### config.mk
export PLATFORM = sky130hd
export DESIGN_NAME = mem_arb_flat
export DESIGN_NICKNAME = d
export VERILOG_FILES = /design/src/rtl/mem_arb_if.sv /design/src/rtl/mem_arb.sv /design/src/flat_wrapper.sv
export SDC_FILE = /design/constraint.sdc
export NUM_CORES = 1
export LEC_CHECK = 0
export BUFFER_PORTS_ARGS = -buffer_cell sky130_fd_sc_hd__buf_2
export CORE_ASPECT_RATIO = 2
export CORE_MARGIN = 2
export CORE_UTILIZATION = 30
export DETAILED_ROUTE_END_ITERATION = 7
export HOLD_SLACK_MARGIN = 0.1
export SYNTH_ARGS = -nofsm -noshare
export SYNTH_HDL_FRONTEND = slang
export SYNTH_SLANG_ARGS = --single-unit
### constraint.sdc
create_clock -name clk -period 4.6 [get_ports clk]
set_input_delay 0.23 -clock clk [delete_from_list [all_inputs] [get_ports clk]]
set_output_delay 0.23 -clock clk [all_outputs]
set_load 0.02 [all_outputs]
### src/rtl/mem_arb_if.sv
// Requester and memory-side signal bundle for the unified SISC memory arbiter.
// The arbiter takes the slave view; requesters plus memory take the master view.
interface mem_arb_if #(
   parameter int AW = 16,
   parameter int DW = 32
) ();
   logic          if_req;
   logic [AW-1:0] if_addr;
   logic          if_rdy;
   logic [DW-1:0] if_rdata;
   logic          dm_req;
   logic          dm_we;
   logic [AW-1:0] dm_addr;
   logic [DW-1:0] dm_wdata;
   logic          dm_rdy;
   logic [DW-1:0] dm_rdata;
   logic          mem_en;
   logic          mem_we;
   logic [AW-1:0] mem_addr;
   logic [DW-1:0] mem_wdata;
   logic [DW-1:0] mem_rdata;

   modport slave (
      input  if_req, if_addr, dm_req, dm_we, dm_addr, dm_wdata, mem_rdata,
      output if_rdy, if_rdata, dm_rdy, dm_rdata, mem_en, mem_we, mem_addr, mem_wdata
   );

   modport master (
      output if_req, if_addr, dm_req, dm_we, dm_addr, dm_wdata, mem_rdata,
      input  if_rdy, if_rdata, dm_rdy, dm_rdata, mem_en, mem_we, mem_addr, mem_wdata
   );
endinterface

### src/rtl/mem_arb.sv
// Fetch/data arbiter and access sequencer for the single-ported SISC memory.
// One access at a time: IDLE -> ISSUE -> WAIT -> RESP, data priority with a fetch starvation guard.
module mem_arb #(
   parameter int AW         = 16,
   parameter int DW         = 32,
   parameter int MEM_LAT    = 2,
   parameter int MAX_CONSEC = 4
) (
   input  logic     clk,
   input  logic     rst,
   mem_arb_if.slave bus,
   output logic     busy,
   output logic     owner
);
   typedef enum logic [1:0] {
      ST_IDLE  = 2'd0,
      ST_ISSUE = 2'd1,
      ST_WAIT  = 2'd2,
      ST_RESP  = 2'd3
   } state_t;

   localparam logic [3:0] LAT_M1     = 4'(MEM_LAT - 1);
   localparam logic [3:0] CONSEC_MAX = 4'(MAX_CONSEC);
   localparam bit         LAT_ONE    = (MEM_LAT == 1);

   state_t        state_q, state_d;
   logic [3:0]    cnt_q, cnt_d;
   logic [3:0]    consec_q, consec_d;
   logic          owner_q, owner_d;
   logic          store_q, store_d;
   logic          busy_q, busy_d;
   logic          mem_en_q, mem_en_d;
   logic          mem_we_q, mem_we_d;
   logic [AW-1:0] mem_addr_q, mem_addr_d;
   logic [DW-1:0] mem_wdata_q, mem_wdata_d;
   logic          if_rdy_q, if_rdy_d;
   logic          dm_rdy_q, dm_rdy_d;
   logic [DW-1:0] if_rdata_q, if_rdata_d;
   logic [DW-1:0] dm_rdata_q, dm_rdata_d;

   // Next-state, arbitration and response-capture logic.
   always_comb begin
      state_d     = state_q;
      cnt_d       = cnt_q;
      consec_d    = consec_q;
      owner_d     = owner_q;
      store_d     = store_q;
      mem_en_d    = 1'b0;
      mem_we_d    = 1'b0;
      mem_addr_d  = mem_addr_q;
      mem_wdata_d = mem_wdata_q;
      if_rdy_d    = 1'b0;
      dm_rdy_d    = 1'b0;
      if_rdata_d  = if_rdata_q;
      dm_rdata_d  = dm_rdata_q;
      case (state_q)
         ST_IDLE: begin
            // While a rdy pulse is out, the finished requester's req is still stale.
            if ((bus.if_req || bus.dm_req) && !(if_rdy_q || dm_rdy_q)) begin
               state_d  = ST_ISSUE;
               mem_en_d = 1'b1;
               if (bus.dm_req && !(bus.if_req && (consec_q == CONSEC_MAX))) begin
                  owner_d     = 1'b1;
                  store_d     = bus.dm_we;
                  mem_we_d    = bus.dm_we;
                  mem_addr_d  = bus.dm_addr;
                  mem_wdata_d = bus.dm_wdata;
                  if (bus.if_req) begin
                     consec_d = (consec_q == CONSEC_MAX) ? CONSEC_MAX : consec_q + 4'd1;
                  end else begin
                     consec_d = 4'd0;
                  end
               end else begin
                  owner_d    = 1'b0;
                  store_d    = 1'b0;
                  mem_addr_d = bus.if_addr;
                  consec_d   = 4'd0;
               end
            end else begin
               state_d = ST_IDLE;
            end
         end
         ST_ISSUE: begin
            cnt_d = LAT_M1;
            if (LAT_ONE) begin
               state_d = ST_RESP;
            end else begin
               state_d = ST_WAIT;
            end
         end
         ST_WAIT: begin
            cnt_d = cnt_q - 4'd1;
            if (cnt_q == 4'd1) begin
               state_d = ST_RESP;
            end else begin
               state_d = ST_WAIT;
            end
         end
         ST_RESP: begin
            state_d = ST_IDLE;
            if (!owner_q) begin
               if_rdata_d = bus.mem_rdata;
               if_rdy_d   = 1'b1;
            end else if (!store_q) begin
               dm_rdata_d = bus.mem_rdata;
               dm_rdy_d   = 1'b1;
            end else begin
               dm_rdy_d   = 1'b1;
            end
         end
         default: begin
            state_d = ST_IDLE;
         end
      endcase
      busy_d = (state_d != ST_IDLE);
   end

   // State and registered-output flops.
   always_ff @(posedge clk) begin
      if (rst) begin
         state_q     <= ST_IDLE;
         cnt_q       <= 4'd0;
         consec_q    <= 4'd0;
         owner_q     <= 1'b0;
         store_q     <= 1'b0;
         busy_q      <= 1'b0;
         mem_en_q    <= 1'b0;
         mem_we_q    <= 1'b0;
         mem_addr_q  <= {AW{1'b0}};
         mem_wdata_q <= {DW{1'b0}};
         if_rdy_q    <= 1'b0;
         dm_rdy_q    <= 1'b0;
         if_rdata_q  <= {DW{1'b0}};
         dm_rdata_q  <= {DW{1'b0}};
      end else begin
         state_q     <= state_d;
         cnt_q       <= cnt_d;
         consec_q    <= consec_d;
         owner_q     <= owner_d;
         store_q     <= store_d;
         busy_q      <= busy_d;
         mem_en_q    <= mem_en_d;
         mem_we_q    <= mem_we_d;
         mem_addr_q  <= mem_addr_d;
         mem_wdata_q <= mem_wdata_d;
         if_rdy_q    <= if_rdy_d;
         dm_rdy_q    <= dm_rdy_d;
         if_rdata_q  <= if_rdata_d;
         dm_rdata_q  <= dm_rdata_d;
      end
   end

   assign bus.if_rdy    = if_rdy_q;
   assign bus.if_rdata  = if_rdata_q;
   assign bus.dm_rdy    = dm_rdy_q;
   assign bus.dm_rdata  = dm_rdata_q;
   assign bus.mem_en    = mem_en_q;
   assign bus.mem_we    = mem_we_q;
   assign bus.mem_addr  = mem_addr_q;
   assign bus.mem_wdata = mem_wdata_q;
   assign busy          = busy_q;
   assign owner         = owner_q;
endmodule

### src/flat_wrapper.sv
// flat-port wrapper written by rule: the top's interface ports become plain ports
module mem_arb_flat 
#(
   parameter int AW         = 16,
   parameter int DW         = 32,
   parameter int MEM_LAT    = 2,
   parameter int MAX_CONSEC = 4
)
  (clk, rst, busy, owner, bus_if_req, bus_if_addr, bus_dm_req, bus_dm_we, bus_dm_addr, bus_dm_wdata, bus_mem_rdata, bus_if_rdy, bus_if_rdata, bus_dm_rdy, bus_dm_rdata, bus_mem_en, bus_mem_we, bus_mem_addr, bus_mem_wdata);
  mem_arb_if #(.AW(AW), .DW(DW)) bus_i ();
  input  logic clk;
  input  logic rst;
  output logic busy;
  output logic owner;
  input wire logic [$bits(bus_i.if_req)-1:0] bus_if_req;
  input wire logic [$bits(bus_i.if_addr)-1:0] bus_if_addr;
  input wire logic [$bits(bus_i.dm_req)-1:0] bus_dm_req;
  input wire logic [$bits(bus_i.dm_we)-1:0] bus_dm_we;
  input wire logic [$bits(bus_i.dm_addr)-1:0] bus_dm_addr;
  input wire logic [$bits(bus_i.dm_wdata)-1:0] bus_dm_wdata;
  input wire logic [$bits(bus_i.mem_rdata)-1:0] bus_mem_rdata;
  output wire logic [$bits(bus_i.if_rdy)-1:0] bus_if_rdy;
  output wire logic [$bits(bus_i.if_rdata)-1:0] bus_if_rdata;
  output wire logic [$bits(bus_i.dm_rdy)-1:0] bus_dm_rdy;
  output wire logic [$bits(bus_i.dm_rdata)-1:0] bus_dm_rdata;
  output wire logic [$bits(bus_i.mem_en)-1:0] bus_mem_en;
  output wire logic [$bits(bus_i.mem_we)-1:0] bus_mem_we;
  output wire logic [$bits(bus_i.mem_addr)-1:0] bus_mem_addr;
  output wire logic [$bits(bus_i.mem_wdata)-1:0] bus_mem_wdata;
  assign bus_i.if_req = bus_if_req;
  assign bus_i.if_addr = bus_if_addr;
  assign bus_i.dm_req = bus_dm_req;
  assign bus_i.dm_we = bus_dm_we;
  assign bus_i.dm_addr = bus_dm_addr;
  assign bus_i.dm_wdata = bus_dm_wdata;
  assign bus_i.mem_rdata = bus_mem_rdata;
  assign bus_if_rdy = bus_i.if_rdy;
  assign bus_if_rdata = bus_i.if_rdata;
  assign bus_dm_rdy = bus_i.dm_rdy;
  assign bus_dm_rdata = bus_i.dm_rdata;
  assign bus_mem_en = bus_i.mem_en;
  assign bus_mem_we = bus_i.mem_we;
  assign bus_mem_addr = bus_i.mem_addr;
  assign bus_mem_wdata = bus_i.mem_wdata;
  mem_arb #(.AW(AW), .DW(DW), .MEM_LAT(MEM_LAT), .MAX_CONSEC(MAX_CONSEC)) u_core (.clk(clk), .rst(rst), .bus(bus_i), .busy(busy), .owner(owner));
endmodule
==> run metrics, run 1 <==
static leakage=3.336 nW; most frequent cells in the layout=217 x nand2_1, 217 x buf_2, 129 x dfxtp_1, 110 x a21oi_1, 81 x dlygate4sd3_1; site row count=66; global-route wire length before repair=22940 um; pin count of the biggest net entering global routing=80; count of final hold-check violations=0; post-DP HPWL=9256 um; htree depth=4; Starting DRT DRC Count=155; Design Power=0.003385 W; Sequential Power Share=36.7%; Hold Worst Slack=152.3 ps; Worst-path clk slew=70 ps; Num CTS Buffers=17; Syn. warnings=0; # Max-Cap Violations=0; Vias/cell=4.565; Synth async-reset ratio=0%; Gate power share=16.7%; Power Internal=0.002485 W; synthesized area=0.004902 sq mm; Die ar.=0.01744 sq mm; CP bufs+invs=1; final setup vio count=0; gr usage total=16.63%; reg-to-reg slack, setup=2390 ps; final core utilization=46.97%; maximum vdd drop=254.0 uV; status=complete, no violations; Die X-Extent=94.39 um; post-placement cell count=987; Slew @ Worst Pin=1204 ps; critical path fanouts, max=34; IO Port Bufs=218; TritonCTS clock tree=yes; Worst Path Arrival=2560 ps; Sw Share=26.61%; CTS sink count=129; mean post-synth cell area=8.116 sq um; Core Box Area=0.01610 sq mm; Distinct cells, synth=34; HP Class=in2reg; CP max-delay cell=and2_1; hold buffers post-CTS=81; via count=5021; post-synthesis sequential area ratio=52.68%; Final Wtd Congestion=0.7204; clk_skew=13.23 ps; I/O Pins=219; # diodes=0; Mapped Cells=604; min Tclk post-route=2207 ps; Storage cell area=0.002582 sq mm; grt total ovfl=0; syn nets=713; post-route antenna net violation count=0; DRC=0; layout filler cell count=1585; DR pass1 iterations=4; DR WL/cell=13.51 um; Max Slew Vio Count=0; clk_lat worst skew=410 ps; clk buf depth=2; EDFF count, synth=0; Crit Path Category=reg2reg; crit path cell chain=inv_1, ha_1, nand4b_2, and2_1, and3_4, a31o_1; power per cell area=447.6 mW/mm^2; final cell count without fillers=1100; #FFs+latches synth=129; critical path endpoint category=flop; maximum clock frequency=0.4532 GHz; Startpoint Class=flop; area of the multi-input gates=0.002064 sq mm; clock share of power=46.6%; Max-slew headroom=19.48%; post-CTS setup buffers=0; Area Growth Syn to Fin=54.29%; Die Ht=184.8 um; sw power=0.0009007 W; largest stage delay on the critical path=940 ps; Main synth FF type=dfxtp_1; share of cells above drive strength 1=31.36%; Final TNS setup=0 ps; initial antenna violation count=0; Initial Util=30.44%; Root Buffer=clkbuf_16; WP data required=4960 ps; cts repair resizes=0; RSZ-0062 raised after global routing=false; vias in the first global route=4754; fin crit share=47.97%; delay-heaviest family, CP=simple AND/OR/NAND/NOR gates; layout net count=992; WL final=14860 um
==> per-stage QoR <==
step	setup WS [ps]	area, sq um
floorplan	3101	4902
global placement	2351	6060
detailed placement	2382	6060
CTS	2377	7564
global route	2146	7564
finish	2393	7564
==> metal layers <==
| layer | part of all wire (%) | routed length (um) | track usage [%] |
|---|---|---|---|
| met2 | 47 | 6945 | 27.60 |
| met3 | 8.4 | 1245 | 5.452 |
| met1 | 44 | 6483 | 19.87 |
| met5 | 0 | 0 | 0 |
| met4 | 1.3 | 188 | 6.087 |
==> worst min-delay path, cell delays in order <==
cell,delay [ps]
buf_2,100
a21oi_2,120
a211oi_2,70
==> cell type report <==
class | count | area share [%]
Tap cell | 204 | 3.375
Clock inverter | 12 | 2.994
Clock buffer | 20 | 6.170
Multi-Input combinational cell | 423 | 27.30
Inverter | 9 | 0.4467
Timing Repair Buffer | 303 | 25.57
Sequential cell | 129 | 34.14
==> synthesized netlist by cell type (all sizes together), types with 3 or more instances <==
| cell | number | area [sq um] |
|---|---|---|
| a211oi | 16 | 170.2 |
| a21oi | 120 | 638.1 |
| a31oi | 3 | 18.77 |
| buf | 22 | 147.6 |
| clkbuf | 21 | 78.83 |
| dfxtp | 129 | 2582 |
| ha | 8 | 100.1 |
| inv | 9 | 33.78 |
| nand2 | 218 | 820.8 |
| nand3 | 6 | 30.03 |
| nand4b | 3 | 32.53 |
| nor2 | 30 | 112.6 |
==> state kept, by name (all words and copies together) (netlist names) <==
register              count
u_core.state_q            2
u_core.bus.mem_wdata     32
u_core.bus.mem_we         1
u_core.busy               1
u_core.owner              1
u_core.bus.mem_en         1
u_core.bus.mem_addr      16
u_core.bus.dm_rdy         1
u_core.bus.if_rdata      32
u_core.bus.if_rdy         1
u_core.cnt_q              4
u_core.bus.dm_rdata      32
u_core.consec_q           4
u_core.store_q            1
==> path summary, 6_finish.rpt <==
| check | cells after the start | start | to |
|---|---|---|---|
| worst max-delay path | 6 | u_core.consec_q[0] | u_core.store_q |
| worst min-delay path | 3 | bus_dm_addr[12] | u_core.bus.mem_addr[12] |
| worst max register to register | 6 | u_core.consec_q[0] | u_core.store_q |
| worst min register to register | 2 | u_core.bus.dm_rdata[25] | u_core.bus.dm_rdata[25] |
==> kinds of logic (layout without fill, tap and decap cells) <==
| group | Yosys count | after routing | share of synthesized area (%) |
|---|---|---|---|
| DFF | 129 | 129 | 52.68 |
| adders and majority gates | 8 | 8 | 2.042 |
| AOI/OAI and AO/OA | 143 | 143 | 17.41 |
| and+or+nand+nor | 272 | 272 | 22.56 |
| buffers and inverters | 52 | 344 | 5.309 |
==> power groups by stage <==
stage	Combinational [W]	Clock (W)	Sequential, W
after CTS	0.000570	0.00162	0.00124
after detailed placement	0.000515	0	0.00127
after floorplan	0.000260	0	0.00135
after global routing	0.000622	0.00167	0.00125
final	0.000565	0.00158	0.00124
after global placement	0.000511	0	0.00126
Power figures use the tool's default switching activity.
==> inputs of run 2 (changes only) <==
clock period = 2.05 ns   (was 4.6 ns; I/O delays follow)
==> run 2 against run 1 <==
Register-to-register slack worse by 2000 ps. Global-route usage is 0.74 points higher. Clock-buffer cell count stayed put. Hold slack better by 9.4 ps. Sequential power is 130% higher. Sequential cell count stayed put. Sequential share of layout area is 0.76 points lower. Critical endpoint is now u_core.bus.mem_addr[4]. Combinational power is 140% higher. Die area stayed put. First-iteration DRC count is 20% lower. Worst setup slack worse by 2000 ps. Maximum frequency is 29% higher. Largest power group unchanged.
==> run metrics, run 2 (synthesis gave the netlist of run 1 again) <==
final setup vio count=0 (unchanged); critical path endpoint category=flop; Worst Path Arrival=2000 ps (-560 ps); status=complete, no violations; Core Box Area=0.01610 sq mm (unchanged); vias in the first global route=5071 (+6.7%); Power Internal=0.005256 W (+110%); start point of the critical path=u_core.consec_q[0]; Startpoint Class=flop; cts repair resizes=0 (unchanged); Design Power=0.007289 W (+120%); critical path fanouts, max=16 (-53%); share of cells above drive strength 1=31.23% (-0.13 points); RSZ-0062 raised after global routing=false; gr usage total=17.38% (+0.74 points); Sw Share=27.90% (+1.3 points); DR pass1 iterations=4 (unchanged); Area Growth Syn to Fin=57.78%; site row count=66 (unchanged); sw power=0.002033 W (+130%); DRC=0 (unchanged); clk buf depth=2 (unchanged); # diodes=0 (unchanged); HP Class=in2reg; global-route wire length before repair=24120 um (+5.1%); post-DP HPWL=9491 um (+2.5%); worst r2r src=u_core.consec_q[0]; Die ar.=0.01744 sq mm (unchanged); HP Start=bus_if_req; Max Slew Vio Count=0 (unchanged); I/O Pins=219 (unchanged); post-route antenna net violation count=0 (unchanged); # Max-Cap Violations=0 (unchanged); Num CTS Buffers=17 (unchanged); Place WS=432.1 ps (-1950 ps); power per cell area=942.4 mW/mm^2 (+110%); clk_skew=10.16 ps (-3.071 ps); IO Port Bufs=218 (unchanged); Die X-Extent=94.39 um (unchanged); via count=5107 (+1.7%); TritonCTS clock tree=yes; post-placement cell count=993 (+0.61%); Final TNS setup=0 ps (unchanged); pin count of the biggest net entering global routing=48 (-40%); Initial Util=30.44% (unchanged); min Tclk post-route=1706 ps (-500.3 ps); htree depth=4 (unchanged); grt total ovfl=0 (unchanged); worst setup margin=343.7 ps (-2050 ps); fin crit share=83.23% (+35 points); Sequential Power Share=38.3% (+1.6 points); initial antenna violation count=0 (unchanged); DR WL/cell=13.60 um (+0.62%); CTS sink count=129 (unchanged); most frequent cells in the layout=217 x nand2_1, 217 x buf_2, 129 x dfxtp_1, 110 x a21oi_1, 98 x dlygate4sd3_1; Max-slew headroom=56.72% (+37 points); maximum vdd drop=560.3 uV (+120%); Final Wtd Congestion=0.7097 (-1.5%); largest stage delay on the critical path=370 ps (-570 ps); static leakage=3.397 nW (+1.8%); Vias/cell=4.548 (-0.37%); Crit Path Category=reg2reg; count of final hold-check violations=0 (unchanged); clock share of power=43.2% (-3.4 points); Slew @ Worst Pin=649.2 ps (-555.0 ps); final cell count without fillers=1123 (+2.1%); crit path cell chain=inv_1, ha_1, nand4b_2, and2_4, a21oi_1, a211oi_1; Starting DRT DRC Count=124 (-20%); layout net count=1015 (+2.3%); WP data required=2340 ps (-2620 ps); WL final=15270 um (+2.7%); Die Ht=184.8 um (unchanged); maximum clock frequency=0.5861 GHz (+29%); clk_lat worst skew=410 ps (about the same); layout filler cell count=1565 (-1.3%); post-CTS setup buffers=0 (unchanged); CP max-delay cell=dfxtp_1; Worst-path clk slew=60 ps (about the same); Hold Worst Slack=161.6 ps (+9.363 ps); Root Buffer=clkbuf_16; Gate power share=18.5% (+1.8 points)
[run 2: stage by stage]
stage	util, %	instance area (sq um)
5_1_grt	48.03	7735
2_1_floorplan	-	4902
3_5_place_dp	38.07	6130
6_report	48.03	7735
3_3_place_gp	38.07	6130
4_1_cts	48.03	7735
[run 2: path summary, 6_finish.rpt]
path | slack [ps] | endpoint | cells after the start
worst min-delay path | 160 | u_core.consec_q[1] | 5
worst max-delay path | 340 | u_core.bus.mem_addr[4] | 6
worst max register to register | 340 | u_core.bus.mem_addr[4] | 6
worst min register to register | 450 | u_core.bus.mem_wdata[8] | 2
[run 2: layout make-up]
cell class              instances  area [sq um]  area share, %
flip-flops and latches        129          2582          33.39
repair buffers                326          2175          28.11
multi-input cells             423          2064          26.69
clock buffers                  20         466.7          6.034
well taps                     204         255.2          3.300
clock inverters                12         157.7          2.038
inverters                       9         33.78         0.4368
[run 2: critical path: cells and delay by family (launching register included)]
family | cells | cell delay (ps)
DFF | 1 | 370
buffers and inverters | 1 | 70
adders and majority gates | 1 | 220
and+or+nand+nor | 2 | 490
AOI/OAI and AO/OA | 2 | 430
[run 2: routing by layer]
metal  wire (um)  GRT usage (%)  part of all wire, %  up-vias
met5           0              0                    0        -
met4         269          7.014                  1.8        0
met3        1137          4.882                  7.4       20
met2        7332          29.23                   48      179
met1        6529          20.63                   43     2327
li1            -              -                    -     2581
[run 2: power groups by stage]
stage | Combinational (W) | Clock [W] | Sequential, W
after CTS | 0.00135 | 0.00324 | 0.00279
after floorplan | 0.000584 | 0 | 0.00303
after detailed placement | 0.00121 | 0 | 0.00284
final | 0.00135 | 0.00315 | 0.00279
after global routing | 0.00149 | 0.00334 | 0.00281
after global placement | 0.00119 | 0 | 0.00284
[run 2: timing repair]
action / CTS / global route
hold endpoints to repair: 118 / 0
endpoints found under the setup margin: 0 / 0
hold buffers: 98 / 0
==> inputs of run 3 (changes only) <==
ABC_AREA = 1   (was not set)
clock period = 1.6 ns   (was 2.05 ns; I/O delays follow)
==> run 3 against run 2 <==
Non-clock buffer count rose by 8. Maximum frequency rose by 14%. Register-to-register slack got worse by 240 ps. Combinational power rose by 50%. Critical endpoint is now u_core.bus.mem_wdata[11].
==> run metrics, run 3 <==
gr usage total=17.74% (+0.36 points); cell with the most instances after synthesis=nor2_1; Worst-path clk slew=60 ps (about the same); status=complete, no violations; #FFs+latches synth=129 (unchanged); I/O Pins=219 (unchanged); maximum vdd drop=725.5 uV (+29%); Vias/cell=4.465 (-1.8%); RSZ-0062 raised after global routing=false; Die Ht=188.6 um (+2.1%); WP data required=1910 ps (-430 ps); power per cell area=1179 mW/mm^2 (+25%); Worst R2R Path Depth=10 (+4); Worst Hold End=u_core.consec_q[3]; DRC=0 (unchanged); mux share of post-synthesis cell area=0% (unchanged); share of the synthesized area in the top cell type=50.53% (-2.2 points); Max-slew headroom=78.44% (+22 points); mean post-synth cell area=7.060 sq um (-13%); Core Box Area=0.01668 sq mm (+3.6%); TritonCTS clock tree=yes; clk buf depth=2 (unchanged); Die X-Extent=96.30 um (+2.0%); Main synth FF type=dfxtp_1; leading post-synthesis cells by cell area=dfxtp_1 51%, nor2_1 19%, o21ai_0 8.2%, nand2_1 7.1%, inv_1 4.8%; post-synth top area cell=dfxtp_1; most frequent cells in the layout=254 x nor2_1, 218 x buf_2, 127 x dfxtp_1, 99 x dlygate4sd3_1, 95 x nand2_1; critical path endpoint category=flop; HP Start=bus_dm_req; Final Wtd Congestion=0.8337 (+17%); initial antenna violation count=0 (unchanged); Root Buffer=clkbuf_16; share of cells above drive strength 1=26.31% (-4.9 points); clk_lat worst skew=410 ps (about the same); CTS sink count=129 (unchanged); clk_skew=4.793 ps (-5.366 ps); DR pass1 iterations=5 (+1); Post-Synth Simple-Gate Area=29.87% (+7.3 points); Final TNS setup=0 ps (unchanged); largest family of logic cells by synthesized area=simple AND/OR/NAND/NOR gates; Startpoint Class=flop; DR WL/cell=13.27 um (-2.4%); Adder-Cell Fraction of Synth Area=1.958% (-0.083 points); layout net count=1146 (+13%); Min-Delay Path Depth=5 (unchanged); HP Class=in2reg; worst setup margin=104.8 ps (-239.0 ps); site row count=67 (+1.5%); Synth async-reset ratio=0% (unchanged); Post-Synth XOR/XNOR Area=0% (unchanged); min Tclk post-route=1495 ps (-211.0 ps); # Max-Cap Violations=0 (unchanged); Num CTS Buffers=17 (unchanged); commonest non-fill, non-tap cell in the layout=nor2_1; vias in the first global route=5338 (+5.3%); Area Growth Syn to Fin=60.22%; EDFF count, synth=0 (unchanged); IO Port Bufs=218 (unchanged); Starting DRT DRC Count=190 (+53%); grt total ovfl=0 (unchanged); Max Slew Vio Count=0 (unchanged); Crit Path Category=reg2reg; Syn. warnings=0 (unchanged); final setup vio count=0 (unchanged); WL final=16670 um (+9.2%); Worst Path Arrival=1800 ps (-200 ps); post-DP HPWL=10600 um (+12%); synthesized area=0.005111 sq mm (+4.3%); Die ar.=0.01816 sq mm (+4.1%); worst r2r src=u_core.consec_q[0]; post-route antenna net violation count=0 (unchanged); Initial Util=30.64% (+0.20 points); Mapped Cells=724 (+20%); R2R Path End=u_core.bus.mem_wdata[11]; critical path fanouts, max=11 (-5); fin crit share=93.45% (+10 points); Hold Worst Slack=246.4 ps (+84.72 ps); global-route wire length before repair=25070 um (+3.9%); # diodes=0 (unchanged); syn nets=833 (+17%); pin count of the biggest net entering global routing=75 (+56%); post-synthesis sequential area ratio=50.53% (-2.2 points); htree depth=4 (unchanged); static leakage=4.281 nW (+26%); final core utilization=49.09% (+1.1 points); commonest cells in the netlist=257 x nor2_1, 129 x dfxtp_1, 96 x nand2_1; Slew @ Worst Pin=322.9 ps (-326.4 ps); count of final hold-check violations=0 (unchanged); Distinct cells, synth=23 (-32%); reg-to-reg slack, setup=100 ps (-240 ps); maximum clock frequency=0.6688 GHz (+14%); Compound-Gate Fraction of Synth Area=9.302% (-8.1 points); Place WS=41.35 ps (-390.7 ps); via count=5608 (+9.8%)
-- run 3: layer usage --
layer	part of all wire, %	track usage (%)	wire length [um]	vias to the layer above
met2	54	33.25	9049	188
met5	0	0	0	-
met3	4.8	3.439	794	44
li1	-	-	-	2848
met4	4.0	9.859	660	0
met1	37	17.29	6163	2528
-- run 3: how the worst max path moves through the flow --
| stage | from | to | slack [ps] | cells after the start |
|---|---|---|---|---|
| 2_1_floorplan | u_core.consec_q[0] | u_core.bus.mem_wdata[12] | 100 | 9 |
| 3_3_place_gp | u_core.consec_q[0] | u_core.bus.mem_wdata[30] | 100 | 9 |
| 3_5_place_dp | u_core.consec_q[0] | u_core.bus.mem_wdata[25] | 40 | 9 |
| 4_1_cts | u_core.consec_q[0] | u_core.bus.mem_wdata[25] | 20 | 9 |
| 5_1_grt | u_core.consec_q[0] | u_core.bus.mem_wdata[27] | 10 | 10 |
| 6_report | u_core.consec_q[0] | u_core.bus.mem_wdata[11] | 100 | 10 |
-- run 3: logic make-up (layout without fill, tap and decap cells) --
kind of cell / Yosys count / count (layout)
flip-flops: 129 / 129
AND/OR/NAND/NOR: 386 / 386
AO/OA/AOI/OAI: 94 / 94
adder cells (fa/ha/maj): 8 / 8
buffers and inverters: 107 / 432
-- run 3: layout make-up --
class                           instances  area [sq um]
Sequential cell                       129          2585
Timing Repair Buffer                  334          2374
Fill cell                            1621          8493
Clock inverter                          9         131.4
Inverter                               67         251.5
Multi-Input combinational cell        488          2115
Tap cell                              207         259.0
Clock buffer                           22         474.2
-- run 3: timing repair --
item                                    CTS  global route
endpoints found under the setup margin    0            53
buffers inserted                          0             1
endpoints found under the hold margin   125             0
hold buffers                             99             0
resized for setup                         0             8
-- run 3: critical path, cell delays in order (launching register included) --
cell       delay [ps]
dfxtp_2           350
inv_1              70
ha_2              190
nand4_2           100
nand2_2            90
nor2_4            140
buf_12            140
clkbuf_16         160
nand2_1            60
nand2_1            60
nor2_1             40
-- run 3: per-stage QoR --
stage               cell area [sq um]  power (W)  cells
global placement                 6489   0.005447   1122
CTS                              8085   0.009677   1252
floorplan                        5111   0.004813    724
global route                     8189    0.01016   1256
detailed placement               6489   0.005467   1122
finish                           8189   0.009654   1256
-- run 3: report_power, final --
part           switching (W)  internal [W]
sequential          0.000152       0.00352
clock                0.00140       0.00256
combinational        0.00117      0.000851
